### config.mk
export PLATFORM = sky130hd
export DESIGN_NAME = ifu_prefetch
export DESIGN_NICKNAME = d
export VERILOG_FILES = /design/src/rtl/ifu_prefetch.sv
export SDC_FILE = /design/constraint.sdc
export NUM_CORES = 1
export LEC_CHECK = 0
export ABC_AREA = 0
export CORE_UTILIZATION = 55
export CTS_CLUSTER_DIAMETER = 80
export CTS_CLUSTER_SIZE = 16
export DETAILED_ROUTE_END_ITERATION = 10
export PLACE_DENSITY = 0.81
export SLEW_MARGIN = 0
export SYNTH_ARGS = -nofsm -noshare
export SYNTH_HDL_FRONTEND = slang
export SYNTH_SLANG_ARGS = --single-unit
### constraint.sdc
create_clock -name clk -period 3.8 [get_ports clk]
set_input_delay 0.57 -clock clk [delete_from_list [all_inputs] [get_ports clk]]
set_output_delay 0.57 -clock clk [all_outputs]
set_load 0.1 [all_outputs]
### src/rtl/ifu_prefetch.sv
// Instruction fetch unit: sequences the PC, reads a combinational word-addressed ROM
// and buffers {pc, instr} pairs in a DEPTH-entry queue for the decode stage.
module ifu_prefetch #(
  parameter int          DEPTH    = 4,
  parameter int          IM_AW    = 10,
  parameter logic [31:0] RESET_PC = 32'h0000_3000
) (
  input  logic                       clk,
  input  logic                       rst,
  input  logic                       fetch_en,
  output logic [IM_AW-1:0]           imem_addr,
  input  logic [31:0]                imem_rdata,
  input  logic                       redirect,
  input  logic [31:0]                redirect_pc,
  output logic                       out_valid,
  input  logic                       out_ready,
  output logic [31:0]                out_instr,
  output logic [31:0]                out_pc,
  output logic [31:0]                out_pcp4,
  output logic [$clog2(DEPTH):0]     occupancy
);

  localparam int PW = $clog2(DEPTH);
  localparam int CW = PW + 1;
  localparam logic [CW-1:0] DEPTH_C = CW'(DEPTH);

  logic [31:0]   pc;
  logic [PW-1:0] rd_ptr;
  logic [PW-1:0] wr_ptr;
  logic [CW-1:0] count;
  logic [31:0]   q_pc    [DEPTH];
  logic [31:0]   q_instr [DEPTH];

  logic push;
  logic pop;

  // Handshake: the head transfers on any edge where out_valid and out_ready are both
  // high; out_valid never depends on out_ready, and a redirect in that cycle kills it.
  assign out_valid = (count != '0);
  assign pop       = out_valid & out_ready;
  assign push      = fetch_en & ~redirect & ((count < DEPTH_C) | pop);

  assign imem_addr = pc[IM_AW+1:2];
  assign occupancy = count;

  always_comb begin
    out_instr = '0;
    out_pc    = '0;
    out_pcp4  = '0;
    if (out_valid) begin
      out_instr = q_instr[rd_ptr];
      out_pc    = q_pc[rd_ptr];
      out_pcp4  = q_pc[rd_ptr] + 32'd4;
    end
  end

  always_ff @(posedge clk) begin
    if (rst) begin
      pc     <= RESET_PC;
      rd_ptr <= '0;
      wr_ptr <= '0;
      count  <= '0;
    end else if (redirect) begin
      pc     <= {redirect_pc[31:2], 2'b00};
      rd_ptr <= '0;
      wr_ptr <= '0;
      count  <= '0;
    end else begin
      if (push) begin
        wr_ptr <= wr_ptr + 1'b1;
        pc     <= pc + 32'd4;
      end
      if (pop) rd_ptr <= rd_ptr + 1'b1;
      case ({push, pop})
        2'b10:   count <= count + 1'b1;
        2'b01:   count <= count - 1'b1;
        default: count <= count;
      endcase
    end
  end

  // Queue storage needs no reset: nothing reads an entry before it is written.
  always_ff @(posedge clk) begin
    if (!rst && push) begin
      q_pc[wr_ptr]    <= pc;
      q_instr[wr_ptr] <= imem_rdata;
    end
  end

endmodule
### After elaboration in Yosys (flattened, before gate mapping)

Memories as Yosys holds them, arrays and structs flattened. A register that Yosys moved wholly into a read port is not among the register bits.
Cells that the tools add are included.
Widths: inputs -> output; s select.

* memory bits (writable): 256
* bits of input ports: 69
* output and inout port bits: 110
* word-level logic and storage cells: 39
* register bits: 39
* memories kept: 2

Memories
* q_instr: depth 4, width 32, rd ports 1, clocked after memory_dff 1, wr ports 1, line 32 `logic [31:0] q_instr [DEPTH];`
* q_pc: depth 4, width 32, rd ports 1, clocked after memory_dff 1, wr ports 1, line 31 `logic [31:0] q_pc [DEPTH];`

* equality and inequality tests: 2
* reductions and logical operators: 6
* bitwise operators: 5
* add/subtract/negate cells: 6
* magnitude comparators: 1
* multiplexer cells: 12

Operators with widths (count)
* $mux 32: 5
* $add 32x3->32 const B: 2
* $mux 2: 4
* $pmux 3 s2: 1
* $add 2x1->2 const B: 2
* $reduce_bool 2->1: 2
* $add 3x1->3 const B: 1
* $and 1x1->1: 3
* $lt 3x3->1 const B: 1
* $reduce_bool 3->1: 1
* $sub 3x1->3 const B: 1
* $eq 2x1->1 const B: 1
* $eq 2x2->1 const B: 1
* $mux 1: 2
* $reduce_or 2->1: 1
* $logic_and 1x1->1: 1
* $logic_not 1->1: 1
* $not 1->1: 1
* $or 1x1->1: 1

### Longest topological paths before layout

Gate-level depths: netlist of run 1.

* depth after elaboration: 7
* mapped depth: 10
* depth with buffers taken out: 9

### Least setup slack after synthesis of run 1

OpenSTA, ideal clock, no wires.

* path type: register -> output
* from: register with a tool-made name
* to: output out_pcp4[30]
* setup slack: -470 ps
* cell stages (with the launch flop): 8
* path buffers: 1
* data required time: 3230 ps
* arrival time: 3700 ps
* cell sequence: dfxtp_1 > buf_6 > mux4_1 > ha_1 > nand3_4 > or4_4 > or4_1 > a21oi_1

RTL lines
* end, declared: line 19 `output logic [31:0] out_pcp4,`

==> Flow_metrics.wiki, run 1 <==
{| class="wikitable"
! Metric !! Value
|-
| Minimum period implied by the final worst setup slack || 3.74 ns
|-
| Width of the die || 152 µm
|-
| Status || complete, but fails checks
|-
| Clock tree root buffer cell || sky130_fd_sc_hd__clkbuf_16
|-
| Critical path buffer and inverter count || 2
|-
| Clk_skew || ~0.012 ns
|-
| Synthesis-to-layout area growth || 24.1%
|-
| Num CTS Buffers || 21
|-
| Port Buf Inserts || between 150 and 200
|-
| Detail Route Antenna Nets || 0
|-
| Cell area after technology mapping || 12400 µm²
|-
| Area of the die || 23100 µm²
|-
| Number of vias after detailed routing || 7401
|-
| Slew @ Worst Pin || 0.983 ns
|-
| CTS Hold Bufs || 0
|-
| CTS tree || done
|-
| Register area share after synthesis || 0.666
|-
| Global route overflow || 0
|-
| Standard-cell row count || 54
|-
| Global routing usage summed across all routing layers || 0.228
|-
| Startpoint of the tightest hold check path || wr_ptr[1]$_SDFFE_PP0P_
|-
| Cells traversed along the worst timing path || buf_4 -> mux4_2 -> nand4_1 -> or4_4 -> or4_1 -> a21oi_2 -> buf_12
|-
| Required arrival time at the worst endpoint || ~3.2 ns
|-
| Violated checks || DRC
|-
| Fraction of registers with async set or reset after synthesis || 0
|-
| Leakage component of the power || 5.14 nW
|-
| Design Power || 6.29 mW
|-
| Setup violators final || 0
|-
| Cell taking the most area after synthesis || sky130_fd_sc_hd__edfxtp_1
|-
| Largest fanout of any net on the critical path || 8
|-
| Peak per-stage delay on the critical path || approximately 0.54 ns
|-
| Class of the tightest hold or removal check || reg -> reg
|-
| Logic depth of the worst setup path including buffers || 7
|-
| Number of global-route vias before repair || about 7600
|-
| Area of the placeable core || 22000 µm²
|-
| Count of unresolved DRC violations after routing || 30
|-
| Top flip-flop cell by instance count after synthesis || sky130_fd_sc_hd__edfxtp_1
|-
| Peak ir drop on the vdd network || between 0.2 and 0.25 mV
|-
| Antenna Cells || 0
|-
| Arrival time worst endpoint || 3.17 ns
|-
| Combinational share of power || 0.119
|-
| Placed cell count || 1218
|-
| Setup repair after global routing missed its margin || true
|-
| Largest cells by area after synthesis || sky130_fd_sc_hd__edfxtp_1 (60%), sky130_fd_sc_hd__mux4_2 (9.5%), sky130_fd_sc_hd__dfxtp_1 (6.3%)
|-
| Destination of the worst register-to-register timing path || pc[24]$_SDFFE_PP0P_
|-
| Most repeated cell in the gate-level netlist after synthesis || sky130_fd_sc_hd__edfxtp_1
|-
| Seq pwr share || 0.562
|-
| CP Class || reg -> out
|-
| Die Height || 152 µm
|-
| Top-level port count || 179
|-
| Routed wire length || around 26000 µm
|-
| Clock latency reported for the late side of the worst-skew pair || 0.50 ns
|-
| Effective utilization at floorplan || 0.563
|-
| Sink Count || 287
|-
| Ratio of total power to cell area || 410 nW/µm²
|-
| Top cell types by occurrence after synthesis || sky130_fd_sc_hd__edfxtp_1 (248), sky130_fd_sc_hd__and2_1 (67), sky130_fd_sc_hd__nor2_1 (61), sky130_fd_sc_hd__mux4_2 (52), sky130_fd_sc_hd__dfxtp_1 (39)
|-
| Number of enable-type register cells in the synthesized netlist || roughly 250
|-
| R2r setup slk || 1.24 ns
|-
| Tcrit/Tclk final || 0.984
|-
| Max Fclk || 267 MHz
|-
| Share of the synthesized area in the top cell type || 0.602
|-
| Clock share of power || 0.319
|-
| Relative slew slack || 0.342
|-
| Cell at the slowest stage of the critical path || sky130_fd_sc_hd__or4_4
|-
| Number of instances in the synthesized netlist || between 700 and 800
|-
| Fillers || 1456
|-
| Gate family responsible for the most delay along the worst path || simple AND/OR/NAND/NOR gates
|-
| Detailed placement HPWL || between 15000 and 20000 µm
|-
| P_int || about 4.8 mW
|-
| Maximum buffer depth of the clock tree || 3
|-
| Distinct cell type count after synthesis || 48
|-
| Number of iterations in the first detailed-routing pass || 8
|-
| Cell Count, Final, Fillers Out || ~1300
|-
| Count of final max-slew check failures || 0
|-
| Proportion of total power due to net switching || 0.244
|-
| CTS H-tree lvls || 1
|-
| Startpoint types || flop
|-
| First-pass GRT wire length || between 40000 and 50000 µm
|-
| 1st-iter DRT viols || between 400 and 500
|-
| Endpoint type of the worst setup path || output port
|-
| Last weighted congestion value of the routability-driven placer || 0.796
|-
| Share of the core filled with cells || 0.699
|-
| Count of yosys warnings during synthesis || 0
|-
| Count of endpoints failing hold in the final timing report || 0
|-
| Avg Synthesized Cell Area || 15.6 µm²
|-
| Crit path to || out_pcp4[31]
|-
| Ratio of cells with drive above 1 in the final layout || 0.253
|-
| WL/cell || just over 20 µm
|-
| Switch Pwr || around 1.5 mW
|-
| Max capacitance violation total || 0
|-
| Initial antenna violation count || 0
|-
| Length in cells of the worst reg-to-reg path || 6
|-
| CTS clk-pin slew, worst paths || 0.07 ns
|-
| Pin count of the biggest net entering global routing || 60
|-
| Detailed-route vias per instance || between 5 and 6
|-
| Number of nets in the layout || 1054
|-
| Worst reg2reg startpoint || pc[5]$_SDFFE_PP0P_
|-
| Synthesis-stage register bit count || 287
|}
==> sequential cells by signal, summed over array words and instances, names as in the netlist, named ones only <==
| register | flops |
|---|---|
| occupancy | 3 |
| q_instr | 128 |
| wr_ptr | 2 |
| pc | 30 |
| rd_ptr | 2 |
| q_pc | 120 |
==> worst min-delay path by stage <==
stage	to	slack, ns	depth (start not counted)
5_1_grt	wr_ptr[1]$_SDFFE_PP0P_	0.52	2
3_3_place_gp	wr_ptr[1]$_SDFFE_PP0P_	0.49	2
3_5_place_dp	wr_ptr[1]$_SDFFE_PP0P_	0.49	2
4_1_cts	wr_ptr[1]$_SDFFE_PP0P_	0.50	2
2_1_floorplan	wr_ptr[1]$_SDFFE_PP0P_	0.47	2
6_report	wr_ptr[1]$_SDFFE_PP0P_	0.50	2
==> power by group through the flow <==
stage / Clock, mW / Sequential, mW / Combinational (mW)
floorplan: 0 / 3.59 / 0.517
global placement: 0 / 3.60 / 0.733
detailed placement: 0 / 3.60 / 0.743
CTS: 2.06 / 3.53 / 0.748
global route: 2.17 / 3.54 / 0.783
finish: 2.01 / 3.53 / 0.748
==> kinds of logic (layout without fill, tap and decap cells) <==
family          after synthesis  in the layout  share of synthesized area
flops                       287            287                      0.666
fa+ha+maj                     8              8                    0.00870
other cells                   1              4                   0.000303
simple gates                250            250                      0.109
xor+xnor                     32             32                     0.0227
compound gates               62             62                     0.0339
mux                          73             73                      0.126
buf+inv                      80            275                     0.0336
==> tightest hold or removal path: cells and delay by family, from the launching register on <==
| kind | cells | cell delay (ns) |
|---|---|---|
| simple gates | 1 | 0.06 |
| compound gates | 1 | 0.05 |
| flops | 1 | 0.34 |
==> cell usage in the layout, fill, tap and decap left out, types with 3 or more instances in the layout <==
cell type and count:
sky130_fd_sc_hd__buf_4 100, sky130_fd_sc_hd__ha_1 6, sky130_fd_sc_hd__nand4_1 9, sky130_fd_sc_hd__nor3_1 13, sky130_fd_sc_hd__and2_1 63, sky130_fd_sc_hd__xor2_1 7, sky130_fd_sc_hd__mux4_2 56, sky130_fd_sc_hd__nor3_2 6
sky130_fd_sc_hd__edfxtp_1 248, sky130_fd_sc_hd__and4_1 8, sky130_fd_sc_hd__dfxtp_1 37, sky130_fd_sc_hd__nand3_1 24, sky130_fd_sc_hd__and2_2 4, sky130_fd_sc_hd__clkbuf_1 16, sky130_fd_sc_hd__clkbuf_16 21, sky130_fd_sc_hd__a21o_1 3
sky130_fd_sc_hd__conb_1 4, sky130_fd_sc_hd__nor4_1 11, sky130_fd_sc_hd__a21oi_1 6, sky130_fd_sc_hd__nand2_1 22, sky130_fd_sc_hd__a311oi_1 6, sky130_fd_sc_hd__mux4_1 6, sky130_fd_sc_hd__inv_1 23, sky130_fd_sc_hd__clkdlybuf4s50_1 79
sky130_fd_sc_hd__a211oi_1 18, sky130_fd_sc_hd__mux2_2 10, sky130_fd_sc_hd__buf_12 34, sky130_fd_sc_hd__a21oi_2 8, sky130_fd_sc_hd__o21ai_0 10, sky130_fd_sc_hd__nor2_1 61, sky130_fd_sc_hd__or3_1 10, sky130_fd_sc_hd__and3_1 5
sky130_fd_sc_hd__xnor2_1 25
==> cell type report <==
class,instances,area [µm²],share of cell area
sequential,287,8240,0.537
multi-input combinational,429,3820,0.249
timing repair buffer,215,2270,0.148
clock buffer,37,586,0.0382
tap,280,350,0.0228
inverter,23,86.3,0.00563
==> timing repair <==
| item | in CTS | in global routing |
|---|---|---|
| pin swaps | 3 | 6 |
| gates resized for setup | 8 | 10 |
| endpoints found under the setup margin | 15 | 16 |
| cloned | 1 | 0 |
| setup buffers | 10 | 5 |
==> routing by layer <==
layer  up-vias  wire length [µm]  global-route usage
li1       3406                 -                   -
met1      3698             10800               0.311
met2       254             13100               0.392
met3        43              1390              0.0262
met4         0               507              0.0656
met5         -                 0                   0
==> through the flow <==
step | setup WS (ns) | TNS (ns) | cell area (µm²) | hold slack [ns]
floorplan | 0.0890 | 0 | 12400 | 0.469
global placement | 0.317 | 0 | 14500 | 0.492
detailed placement | 0.269 | 0 | 14500 | 0.491
CTS | 0.000928 | 0 | 15300 | 0.501
global route | -0.0508 | -0.111 | 15300 | 0.522
finish | 0.0610 | 0 | 15300 | 0.498
Power figures use the tool's default switching activity.
==> inputs of run 2 (changes only) <==
--- a/config.mk
+++ b/config.mk
@@ -6,11 +6,11 @@
 export NUM_CORES = 1
 export LEC_CHECK = 0
 export ABC_AREA = 0
-export CORE_UTILIZATION = 55
+export CORE_UTILIZATION = 30
 export CTS_CLUSTER_DIAMETER = 80
 export CTS_CLUSTER_SIZE = 16
 export DETAILED_ROUTE_END_ITERATION = 10
-export PLACE_DENSITY = 0.81
+export SETUP_SLACK_MARGIN = 0.15
 export SLEW_MARGIN = 0
 export SYNTH_ARGS = -nofsm -noshare
 export SYNTH_HDL_FRONTEND = slang
==> Flow_metrics.wiki, run 2 (synthesized netlist as in run 1, its figures left out) <==
{| class="wikitable"
! Metric !! Value
|-
| Status || complete, no violations
|-
| Global routing usage summed across all routing layers || 0.136 (-0.0918)
|-
| Synthesis-to-layout area growth || 29.0%
|-
| Count of unresolved DRC violations after routing || 0 (-100%)
|-
| Global route overflow || 0 (unchanged)
|-
| CTS tree || done
|-
| Worst hold slack across all endpoints || 0.506 ns (+0.00750 ns)
|-
| Clk_skew || 0.0221 ns (+0.00976 ns)
|-
| Endpoint type of the worst setup path || output port
|-
| Count of final max-slew check failures || 0 (unchanged)
|-
| Width of the die || 205 µm (+35%)
|-
| Effective utilization at floorplan || 0.303 (-0.260)
|-
| Number of vias after detailed routing || 7382 (-0.26%)
|-
| Required arrival time at the worst endpoint || 3.23 ns (about the same)
|-
| Tcrit/Tclk final || 0.988 (+0.00368)
|-
| Post-place setup slack || 0.273 ns (+0.00412 ns)
|-
| Hold Path Sink || wr_ptr[1]$_SDFFE_PP0P_
|-
| Cell seen most often among critical-path stages || sky130_fd_sc_hd__or4_4
|-
| Peak per-stage delay on the critical path || 0.61 ns (+0.07 ns)
|-
| Cell at the slowest stage of the critical path || sky130_fd_sc_hd__or4_4
|-
| Antenna Cells || 0 (unchanged)
|-
| Detailed placement HPWL || 19600 µm (+15%)
|-
| Routed wire length || 29200 µm (+13%)
|-
| Number of iterations in the first detailed-routing pass || 5 (-3)
|-
| Length in cells of the worst reg-to-reg path || 6 (unchanged)
|-
| Destination of the worst register-to-register timing path || pc[20]$_SDFFE_PP0P_
|-
| Top-level port count || 179 (unchanged)
|-
| Startpoint of the tightest hold check path || wr_ptr[1]$_SDFFE_PP0P_
|-
| Commonest non-fill, non-tap cells in the layout || sky130_fd_sc_hd__edfxtp_1 (248), sky130_fd_sc_hd__buf_4 (99), sky130_fd_sc_hd__clkdlybuf4s50_1 (79), sky130_fd_sc_hd__nor2_1 (61), sky130_fd_sc_hd__mux4_2 (57)
|-
| Max Fclk || 266 MHz (-0.37%)
|-
| Setup repair after global routing missed its margin || true
|-
| Count of endpoints failing hold in the final timing report || 0 (unchanged)
|-
| Num CTS Buffers || 24 (+14%)
|-
| Fillers || 3828 (+160%)
|-
| CP Class || reg -> out
|-
| Number of flip-flops under the largest register name || 128 (unchanged)
|-
| Detail Route Antenna Nets || 0 (unchanged)
|-
| CTS clk-pin slew, worst paths || 0.07 ns (about the same)
|-
| Clock latency reported for the late side of the worst-skew pair || 0.53 ns (+0.03 ns)
|-
| Worst hold stages || 2 (unchanged)
|-
| R2r setup slk || 1.30 ns (+0.06 ns)
|-
| Worst reg2reg startpoint || pc[7]$_SDFFE_PP0P_
|-
| CTS H-tree lvls || 1 (unchanged)
|-
| Relative slew slack || 0.299 (-0.0434)
|-
| Setup violators final || 0 (unchanged)
|-
| Maximum buffer depth of the clock tree || 3 (unchanged)
|-
| Cells traversed along the worst timing path || buf_8 -> mux4_2 -> nand3_4 -> or4_4 -> or4_4 -> a21oi_4 -> buf_12
|-
| Detailed-route vias per instance || 4.84 (-17%)
|-
| Startpoint types || flop
|-
| Number of global-route vias before repair || 7460 (-2.3%)
|-
| Port Buf Inserts || 172 (unchanged)
|-
| Total Negative Setup Slacks || 0 ns (unchanged)
|-
| Die Height || 205 µm (+35%)
|-
| Pin count of the biggest net entering global routing || 50 (-17%)
|-
| 1st-iter DRT viols || 331 (-25%)
|-
| WL/cell || 19.1 µm (-5.8%)
|-
| Leading registers by flop count || q_instr: 128 flops, q_pc: 120 flops, pc: 30 flops
|-
| Number of nets in the layout || 1060 (+0.57%)
|-
| Max capacitance violation total || 0 (unchanged)
|-
| Ratio of cells with drive above 1 in the final layout || 0.288 (+0.0344)
|-
| Peak ir drop on the vdd network || 0.276 mV (+11%)
|-
| Area of the placeable core || 40700 µm² (+86%)
|-
| Arrival time worst endpoint || 3.18 ns (about the same)
|-
| Largest fanout of any net on the critical path || 8 (unchanged)
|-
| Fin worst setup slack || 0.0470 ns (-0.0140 ns)
|-
| Share of the core filled with cells || 0.391 (-0.307)
|-
| First-pass GRT wire length || 43700 µm (+5.9%)
|-
| Minimum period implied by the final worst setup slack || 3.75 ns (+0.0140 ns)
|-
| Standard-cell row count || 74 (+37%)
|-
| Sink Count || 287 (unchanged)
|-
| Area of the die || 42000 µm² (+82%)
|-
| Initial antenna violation count || 0 (unchanged)
|-
| Ratio of total power to cell area || 416 nW/µm² (+1.5%)
|-
| Slew @ Worst Pin || 1.05 ns (+0.0649 ns)
|-
| Leakage component of the power || 5.32 nW (+3.6%)
|-
| Clock tree root buffer cell || sky130_fd_sc_hd__clkbuf_16
|-
| Class of the tightest hold or removal check || reg -> reg
|-
| Register with the most flip-flops || q_instr
|-
| Most frequent standard cell in the layout excluding fill and tap cells || sky130_fd_sc_hd__edfxtp_1
|-
| Design Power || 6.63 mW (+5.5%)
|-
| Last weighted congestion value of the routability-driven placer || 0.777 (-2.3%)
|}
## run 2: stage by stage
step           cells  instance area [µm²]
6_report        1526                15900
3_3_place_gp    1472                14900
2_1_floorplan    796                12400
5_1_grt         1526                15900
3_5_place_dp    1472                14900
4_1_cts         1524                15800
## run 2: layer usage
layer,global-route usage,share of wire,vias to the layer above
li1,-,-,3410
met1,0.180,0.44,3745
met3,0.0197,0.047,38
met5,0,0,-
met4,0.0349,0.022,0
met2,0.234,0.49,189
## run 2: repair_timing
item / CTS / global route
resized for setup: 37 / 20
buffers inserted: 15 / 2
hold buffers: 0 / 0
endpoints found under the setup margin: 18 / 17
pin swaps: 14 / 9
hold endpoints to repair: 0 / 0
## run 2: worst max path at each step
| stage | from | cells past startpoint | slack (ns) | endpoint |
|---|---|---|---|---|
| global route | flop | 8 | -0.04 | out_pcp4[30] |
| CTS | flop | 9 | -0.01 | out_pcp4[19] |
| floorplan | occupancy[0]$_SDFFE_PP0P_ | 4 | 0.1 | out_pcp4[2] |
| finish | flop | 7 | 0.05 | out_pcp4[30] |
| global placement | flop | 7 | 0.30 | out_pcp4[31] |
| detailed placement | flop | 7 | 0.27 | out_pcp4[31] |
## run 2: worst max-delay path, delay by kind of cell, from the launching register on
| kind | cells | cell delay (ns) |
|---|---|---|
| DFF | 1 | 0.41 |
| buffers and inverters | 2 | 0.35 |
| AOI/OAI and AO/OA | 1 | 0.16 |
| muxes | 1 | 0.41 |
| and+or+nand+nor | 3 | 1.32 |
## run 2: area by class of cell
cell class / instances / area, µm² / area share
Clock buffer: 31 / 658 / 0.0413
Clock inverter: 6 / 62.6 / 0.00392
Inverter: 23 / 86.3 / 0.00541
Multi-Input combinational cell: 429 / 3970 / 0.249
Sequential cell: 287 / 8240 / 0.517
Tap cell: 532 / 666 / 0.0417
Timing Repair Buffer: 218 / 2270 / 0.142
## run 2: power by group
group | switching (mW) | total [mW] | leakage, nW | internal (mW)
Clock | 1.10 | 2.33 | 0.353 | 1.24
Sequential | 0.0608 | 3.53 | 2.60 | 3.47
Combinational | 0.526 | 0.765 | 2.37 | 0.239
Total | 1.69 | 6.63 | 5.32 | 4.95
==> inputs of run 3 (changes only) <==
--- a/config.mk
+++ b/config.mk
@@ -6,10 +6,11 @@
 export NUM_CORES = 1
 export LEC_CHECK = 0
 export ABC_AREA = 0
-export CORE_UTILIZATION = 30
+export CORE_UTILIZATION = 55
 export CTS_CLUSTER_DIAMETER = 80
 export CTS_CLUSTER_SIZE = 16
 export DETAILED_ROUTE_END_ITERATION = 10
+export PLACE_DENSITY = 0.81
 export SETUP_SLACK_MARGIN = 0.15
 export SLEW_MARGIN = 0
 export SYNTH_ARGS = -nofsm -noshare
==> Flow_metrics.wiki, run 3 (synthesized netlist as in run 1, its figures left out) <==
{| class="wikitable"
! Metric !! Value
|-
| Total Negative Setup Slacks || 0 ns (unchanged)
|-
| Max capacitance violation total || 0 (unchanged)
|-
| Fin worst setup slack || 0.112 ns (+0.0652 ns)
|-
| Area of the die || 23100 µm² (-45%)
|-
| Post-place setup slack || 0.352 ns (+0.0787 ns)
|-
| CP Class || reg -> out
|-
| Number of global-route vias before repair || 7490 (+0.40%)
|-
| Most frequent standard cell in the layout excluding fill and tap cells || sky130_fd_sc_hd__edfxtp_1
|-
| Detailed-route vias per instance || 5.87 (+21%)
|-
| Endpoint type of the worst setup path || output port
|-
| Violated checks || DRC
|-
| First-pass GRT wire length || 41700 µm (-4.5%)
|-
| Sink Count || 287 (unchanged)
|-
| Width of the die || 152 µm (-26%)
|-
| Clk_skew || 0.0149 ns (-0.00723 ns)
|-
| Antenna Cells || 0 (unchanged)
|-
| Detail Route Antenna Nets || 0 (unchanged)
|-
| Top-level port count || 179 (unchanged)
|-
| Detailed placement HPWL || 16400 µm (-16%)
|-
| Initial antenna violation count || 0 (unchanged)
|-
| Port Buf Inserts || 172 (unchanged)
|-
| Leading registers by flop count || q_instr: 128 flops, q_pc: 120 flops, pc: 30 flops
|-
| CTS clk-pin slew, worst paths || 0.07 ns (about the same)
|-
| Required arrival time at the worst endpoint || 3.23 ns (about the same)
|-
| CTS Hold Bufs || 0 (unchanged)
|-
| Maximum buffer depth of the clock tree || 3 (unchanged)
|-
| CTS H-tree lvls || 1 (unchanged)
|-
| Area of the placeable core || 22000 µm² (-46%)
|-
| Count of unresolved DRC violations after routing || 24 (+24)
|-
| Class of the tightest hold or removal check || reg -> reg
|-
| Standard-cell row count || 54 (-27%)
|-
| Startpoint types || flop
|-
| Number of iterations in the first detailed-routing pass || 8 (+3)
|-
| 1st-iter DRT viols || 502 (+52%)
|-
| Status || complete, but fails checks
|-
| Global route overflow || 0 (unchanged)
|-
| Pin count of the biggest net entering global routing || 63 (+26%)
|-
| Commonest non-fill, non-tap cells in the layout || sky130_fd_sc_hd__edfxtp_1 (248), sky130_fd_sc_hd__buf_4 (86), sky130_fd_sc_hd__clkdlybuf4s50_1 (79), sky130_fd_sc_hd__nor2_1 (61), sky130_fd_sc_hd__mux4_2 (60)
|-
| Routed wire length || 26500 µm (-9.1%)
|-
| Global routing usage summed across all routing layers || 0.233 (+0.0964)
|-
| Setup violators final || 0 (unchanged)
|-
| Last weighted congestion value of the routability-driven placer || 0.807 (+3.8%)
|-
| Minimum period implied by the final worst setup slack || 3.69 ns (-0.0652 ns)
|-
| Peak ir drop on the vdd network || 0.274 mV (-0.60%)
|-
| Largest fanout of any net on the critical path || 7 (-1)
|-
| Length in cells of the worst reg-to-reg path || 6 (unchanged)
|-
| Max Fclk || 271 MHz (+1.8%)
|-
| Slew @ Worst Pin || 0.986 ns (-0.0616 ns)
|-
| Tcrit/Tclk final || 0.970 (-0.0172)
|-
| Clock tree root buffer cell || sky130_fd_sc_hd__clkbuf_16
|-
| Count of endpoints failing hold in the final timing report || 0 (unchanged)
|-
| WL/cell || 20.7 µm (+8.4%)
|-
| Arrival time worst endpoint || 3.12 ns (-0.06 ns)
|-
| Die Height || 152 µm (-26%)
|-
| Ratio of cells with drive above 1 in the final layout || 0.277 (-0.0104)
|-
| Ratio of total power to cell area || 403 nW/µm² (-3.1%)
|-
| Number of flip-flops under the largest register name || 128 (unchanged)
|-
| Register with the most flip-flops || q_instr
|-
| CTS tree || done
|-
| Number of nets in the layout || 1062 (+0.19%)
|-
| Worst hold slack across all endpoints || 0.523 ns (+0.0174 ns)
|-
| Effective utilization at floorplan || 0.563 (+0.260)
|-
| Count of final max-slew check failures || 0 (unchanged)
|-
| Leakage component of the power || 5.24 nW (-1.5%)
|-
| Num CTS Buffers || 21 (-13%)
|-
| Setup repair after global routing missed its margin || true
|-
| Relative slew slack || 0.340 (+0.0412)
|-
| Synthesis-to-layout area growth || 27.0%
|-
| Clock latency reported for the late side of the worst-skew pair || 0.50 ns (-0.03 ns)
|-
| Worst hold stages || 2 (unchanged)
|-
| Number of vias after detailed routing || 7503 (+1.6%)
|}
run 3: cell type report:
type | instances | area, µm²
sequential | 287 | 8240
clock buffer | 37 | 586
fill | 1394 | 6260
multi-input combinational | 430 | 3880
tap | 280 | 350
timing repair buffer | 222 | 2560
inverter | 23 | 86.3
run 3: power by group:
part	switching [mW]	internal [mW]	leakage [nW]
Sequential	0.0599	3.47	2.60
Combinational	0.520	0.257	2.37
Clock	0.974	1.04	0.278
run 3: path summary, 6_finish.rpt:
| check | from | end | slack, ns |
|---|---|---|---|
| worst max register to register | pc[5]$_SDFFE_PP0P_ | pc[24]$_SDFFE_PP0P_ | 1.18 |
| worst min register to register | wr_ptr[1]$_SDFFE_PP0P_ | wr_ptr[1]$_SDFFE_PP0P_ | 0.52 |
| worst min-delay path | wr_ptr[1]$_SDFFE_PP0P_ | wr_ptr[1]$_SDFFE_PP0P_ | 0.52 |
| worst max-delay path | flop | out_pcp4[16] | 0.11 |
run 3: per-stage QoR:
| step | power (mW) | instances | util | cell area (µm²) |
|---|---|---|---|---|
| 5_1_grt | 6.52 | 1279 | 0.715 | 15700 |
| 4_1_cts | 6.36 | 1270 | 0.710 | 15600 |
| 2_1_floorplan | 4.10 | 796 | - | 12400 |
| 3_3_place_gp | 4.35 | 1210 | 0.670 | 14700 |
| 3_5_place_dp | 4.36 | 1210 | 0.670 | 14700 |
| 6_report | 6.33 | 1279 | 0.715 | 15700 |
run 3: timing repair:
action,CTS,global route
pin swaps,10,6
setup buffers,22,9
endpoints found under the setup margin,17,17
gates cloned,1,0
gates resized for setup,34,10
run 3: metal layers:
layer / up-vias / wire, µm / share of wire / GRT usage
met5: - / 0 / 0 / 0
met4: 0 / 585 / 0.022 / 0.0719
li1: 3416 / - / - / -
met2: 298 / 13600 / 0.51 / 0.402
met1: 3749 / 10700 / 0.40 / 0.309
met3: 40 / 1630 / 0.062 / 0.0317
run 3: critical path, cell delays in order, from the launching register on:
cell and delay [ns]:
sky130_fd_sc_hd__dfxtp_4 0.40, sky130_fd_sc_hd__buf_12 0.15, sky130_fd_sc_hd__mux4_2 0.35, sky130_fd_sc_hd__nand4_1 0.15, sky130_fd_sc_hd__buf_4 0.18, sky130_fd_sc_hd__or4_4 0.48
sky130_fd_sc_hd__buf_4 0.18, sky130_fd_sc_hd__or3_1 0.36, sky130_fd_sc_hd__a21oi_2 0.18, sky130_fd_sc_hd__buf_12 0.20
